[src/rtl/if_fetch_stage.sv]
// Instruction-fetch stage: owns the PC, issues one outstanding instruction-memory
// request at a time and fills the IF/ID register. Optional: FETCH_MISALIGN_CHECK_EN.
module if_fetch_stage #(
  parameter int                   data_size = 32,
  parameter logic [data_size-1:0] RESET_PC  = '0
) (
  input  logic                 clk,
  input  logic                 rst,
  input  logic                 stall,
  input  logic                 jump_taken,
  input  logic [data_size-1:0] PC_jump,
  input  logic [data_size-1:0] PC_added,
  output logic [data_size-1:0] PC_address,
  output logic                 im_req,
  output logic [data_size-1:0] im_addr,
  input  logic                 im_rvalid,
  input  logic [data_size-1:0] im_rdata,
  output logic [data_size-1:0] inst_ID,
  output logic [data_size-1:0] PC_ID,
  output logic                 valid_ID,
  output logic                 misalign_exc
);

  // state | meaning
  // IDLE  | post-reset, no request; moves to FETCH next cycle
  // FETCH | request outstanding at req_addr (== PC_address)
  // HOLD  | response parked in skid while IF/ID is stalled; no request
  // DRAIN | stale request still in flight at old req_addr; data dropped
  // ERR   | misaligned redirect seen; fetch halted (macro builds only)
  typedef enum logic [2:0] {
    IDLE  = 3'd0,
    FETCH = 3'd1,
    HOLD  = 3'd2,
    DRAIN = 3'd3
`ifdef FETCH_MISALIGN_CHECK_EN
    , ERR = 3'd4
`endif
  } state_t;

  localparam logic [data_size-1:0] ALIGN_MASK = {{(data_size-2){1'b0}}, 2'b11};

  state_t               state, state_n;
  logic [data_size-1:0] req_addr, req_addr_n;
  logic [data_size-1:0] skid, skid_n;
  logic [data_size-1:0] pc_n, inst_n, pc_id_n;
  logic                 valid_n;
  logic                 misalign_q, misalign_n;
  logic [data_size-1:0] jump_tgt;
  logic                 jump_bad;

`ifdef FETCH_MISALIGN_CHECK_EN
  assign jump_tgt     = PC_jump;
  assign jump_bad     = |(PC_jump & ALIGN_MASK);
  assign misalign_exc = misalign_q;
`else
  // Without the check the low bits are simply dropped on a redirect.
  assign jump_tgt     = PC_jump & ~ALIGN_MASK;
  assign jump_bad     = 1'b0;
  assign misalign_exc = 1'b0;
`endif

  assign im_addr = req_addr;

  always_ff @(posedge clk) begin
    if (rst) begin
      state      <= IDLE;
      PC_address <= RESET_PC;
      req_addr   <= RESET_PC;
      skid       <= '0;
      inst_ID    <= '0;
      PC_ID      <= '0;
      valid_ID   <= 1'b0;
      misalign_q <= 1'b0;
    end else begin
      state      <= state_n;
      PC_address <= pc_n;
      req_addr   <= req_addr_n;
      skid       <= skid_n;
      inst_ID    <= inst_n;
      PC_ID      <= pc_id_n;
      valid_ID   <= valid_n;
      misalign_q <= misalign_n;
    end
  end

  always_comb begin
    state_n    = state;
    pc_n       = PC_address;
    req_addr_n = req_addr;
    skid_n     = skid;
    inst_n     = inst_ID;
    pc_id_n    = PC_ID;
    valid_n    = valid_ID;
    misalign_n = misalign_q;
    im_req     = (state == FETCH) || (state == DRAIN);

    if (jump_taken) begin
      pc_n    = jump_tgt;
      valid_n = 1'b0;
      if (jump_bad) begin
`ifdef FETCH_MISALIGN_CHECK_EN
        state_n    = ERR;
        misalign_n = 1'b1;
`endif
      end else begin
        misalign_n = 1'b0;
        case (state)
          // An unanswered request must be drained before the target is fetched.
          FETCH, DRAIN: begin
            if (im_rvalid) begin
              state_n    = FETCH;
              req_addr_n = jump_tgt;
            end else begin
              state_n = DRAIN;
            end
          end
          default: begin
            state_n    = FETCH;
            req_addr_n = jump_tgt;
          end
        endcase
      end
    end else begin
      case (state)
        IDLE: begin
          state_n    = FETCH;
          req_addr_n = PC_address;
        end
        FETCH: begin
          if (im_rvalid) begin
            if (stall) begin
              skid_n  = im_rdata;
              state_n = HOLD;
            end else begin
              inst_n     = im_rdata;
              pc_id_n    = PC_address;
              valid_n    = 1'b1;
              pc_n       = PC_added;
              req_addr_n = PC_added;
            end
          end else if (!stall) begin
            valid_n = 1'b0;
          end
        end
        HOLD: begin
          if (!stall) begin
            inst_n     = skid;
            pc_id_n    = PC_address;
            valid_n    = 1'b1;
            pc_n       = PC_added;
            req_addr_n = PC_added;
            state_n    = FETCH;
          end
        end
        DRAIN: begin
          if (im_rvalid) begin
            state_n    = FETCH;
            req_addr_n = PC_address;
          end
        end
        default: begin
          state_n = state;
        end
      endcase
    end
  end

endmodule

[config.mk]
export PLATFORM = sky130hd
export DESIGN_NAME = if_fetch_stage
export DESIGN_NICKNAME = d
export VERILOG_FILES = /design/src/rtl/if_fetch_stage.sv
export SDC_FILE = /design/constraint.sdc
export NUM_CORES = 1
export LEC_CHECK = 0
export CORE_ASPECT_RATIO = 0.5
export CORE_UTILIZATION = 43
export DETAILED_ROUTE_END_ITERATION = 10
export PLACE_DENSITY = 0.88
export REMOVE_ABC_BUFFERS = 1
export SLEW_MARGIN = 20
export SYNTH_ARGS = -nofsm -noshare
export SYNTH_HDL_FRONTEND = slang
export SYNTH_SLANG_ARGS = --single-unit
[constraint.sdc]
create_clock -name clk -period 1.65 [get_ports clk]
set_input_delay 0.165 -clock clk [delete_from_list [all_inputs] [get_ports clk]]
set_output_delay 0.165 -clock clk [all_outputs]
set_load 0.02 [all_outputs]
==> flow_metrics.py <==
metrics = {
    "outcome": {
        "outcome": "finished, violations left",
        "violations": "setup timing",
    },
    "clocking": {
        "cts-root-buf": "clkbuf_16",
        "cts_sinks": 163,
        "clk_latency_ps": 420,
        "cts_buffer_depth": 2,
        "clk_pin_slew_worst_paths_ps": 70,
        "numCtsBuffers": 17,
        "htreeDepth": 4,
        "cts_tree": "done",
    },
    "grt": {
        "grt_usage": 0.250,
        "antenna_found_initial": 0,
        "grt_max_degree": 57,
        "grt_pass1_vias": 7319,
        "grt_pass1_wl_um": 36700,
        "grt-ovfl-total": 0,
    },
    "place": {
        "dpl.hpwl_um": 15200,
        "port_buffers": 228,
        "gp_congestion": 0.846,
    },
    "setup_path": {
        "crit_fanout": 16,
        "cp_num_buf_inv": 3,
        "worstPathRequired_ps": 1920,
        "startpoint_type": "flop",
        "cp-end-kind": "flop",
        "path_class": "reg2reg",
        "slowest_stage": "mux2_4",
        "cp_slowest_stage_delay_ps": 390,
        "crit_family": "buffers and inverters",
        "cp.arrival_ps": 2010,
        "path_cells": "inv_1 -> ha_4 -> buf_12 -> mux2_4 -> clkbuf_16 -> a31oi_1 -> a211oi_1",
    },
    "die": {
        "die_area_um2": 18400,
        "fp.coreArea_um2": 17400,
        "initial_core_util": 0.441,
        "die_x_um": 191,
        "die_h_um": 96.5,
        "io_pins": 232,
        "rows": 34,
    },
    "detailed_routing": {
        "viasPerCell": 5.93,
        "drt_wl_total_um": 24900,
        "vias": 7803,
        "drc": 0,
        "drtPass1Iterations": 5,
        "first_iter_violations": 555,
        "wire_per_inst_um": 19.0,
        "ant_nets": 0,
    },
    "sta": {
        "rsz0062_at_grt": "true",
        "finalClockSkew_ps": 10.2,
        "holdWs_ps": 26.5,
        "slew_viol_final": 0,
        "max-slew-margin-rel": 0.588,
        "finalCritPeriodShare": 1.06,
        "worst_slack_ps": -92.4,
        "clock.fmax_mhz": 574,
        "period_minus_slack_ps": 1740,
        "finalHoldViolations": 0,
        "setup_viol": 52,
        "worst_slew_pin_slew_ps": 618,
    },
    "logic_synthesis": {
        "ys_warn_count": 0,
        "synth-seq-cells": 163,
        "synth.distinct_cells": 42,
        "synthCells": 873,
        "syn_area_um2": 7690,
        "synth-seq-area-share": 0.424,
        "syn_avg_cell_area_um2": 8.81,
    },
    "power_and_ir_drop": {
        "p_leak_nw": 4.14,
        "ir_drop_uv": 854,
        "power.density_nw_per_um2": 988,
        "power_w": 0.0113,
    },
    "cells_and_area": {
        "fin_util": 0.654,
        "nets": 1172,
        "syn_to_final_growth_pct": 48.5,
        "antenna_cells": 0,
        "mostFrequentLayoutCell": "clkdlybuf4s50_1",
        "drive_gt1_frac": 0.148,
        "final_cell_mix": "clkdlybuf4s50_1 (205), dfxtp_1 (161), nand2_1 (131)",
    },
    "job": {
        "max-cap-violations": 0,
    },
    "min_path": {
        "hold_class": "in2reg",
    },
}
final timing paths:
path	slack, ps	from	endpoint	cells past startpoint
worst min register to register	460	skid[22]	skid[22]	2
worst min-delay path	30	rst	skid[28]	2
worst max register to register	-90	state[1]	inst_ID[12]	7
worst max-delay path	-90	state[1]	inst_ID[12]	7
per-layer routing:
layer / wire length [µm] / global-route usage / vias to the layer above
li1: - / - / 3587
met1: 10100 / 0.305 / 3773
met2: 12300 / 0.424 / 358
met3: 1500 / 0.0506 / 85
met4: 1010 / 0.134 / 0
met5: 0 / 0 / -
timing repair:
action | CTS | global route
setup buffers | 6 | 1
gates resized for setup | 26 | 83
pin swaps | 5 | 16
setup endpoints to repair | 162 | 161
hold buffers | 0 | 0
gates cloned | 2 | 5
Yosys cell counts (all sizes together):
cell type  number  area share
o221ai          1      0.0011
or2             1     0.00081
a21oi          65       0.042
clkbuf         52       0.027
nor3            1      0.0021
mux2i          68       0.090
o2111ai         1      0.0011
nand3          32       0.021
nor2            5      0.0024
conb            1     0.00049
o21ba           2      0.0034
dfxtp         163        0.42
nand4bb         1      0.0015
a211oi         32       0.031
a31oi          62       0.050
ha              3      0.0049
a41oi           1      0.0011
o21ai          33       0.021
o21bai          1      0.0015
nand4          31       0.025
inv             7      0.0034
o211ai         30       0.029
and4b           1      0.0013
nand2         131       0.064
nand2b         30       0.024
mux2           33       0.048
nand4b          1      0.0011
buf            49       0.038
a32o            1      0.0013
o31ai          33       0.034
a311oi          1      0.0011
sequential cells by signal, summed over array words and instances, names as in the netlist, named ones only:
| signal | count |
|---|---|
| PC_ID | 32 |
| im_addr | 32 |
| inst_ID | 32 |
| skid | 32 |
| PC_address | 30 |
| state | 2 |
| valid_ID | 1 |
power by group:
part	internal, W	switching [W]
logic	0.00139	0.00142
registers	0.00417	0.000169
clock network	0.00238	0.00174
final cells by class:
cell class,count,area [µm²]
repair buffers,277,3090
flip-flops and latches,163,3270
clock inverters,12,145
fillers,1344,6030
well taps,234,293
multi-input cells,602,4120
inverters,7,28.8
clock buffers,20,467
cell families after synthesis:
kind of cell	count (synthesis)	share of synthesized area
flip-flops	163	0.424
buffers and inverters	108	0.0684
other	1	0.000488
AND/OR/NAND/NOR	234	0.144
adder cells (fa/ha/maj)	3	0.00488
multiplexers	101	0.139
AO/OA/AOI/OAI	263	0.220
per-stage QoR:
step                      cells  setup TNS, ps  instance area (µm²)  setup slack, ps
after floorplan             772        -226990                 7190            -1870
after global placement     1270          -4250                10200            -86.8
after detailed placement   1270         -17300                10200             -194
after CTS                  1310           -618                11100            -78.3
after global routing       1315          -6510                11400             -142
final                      1315          -1760                11400            -92.4
Note: power is estimated with default switching activity, not from simulation.
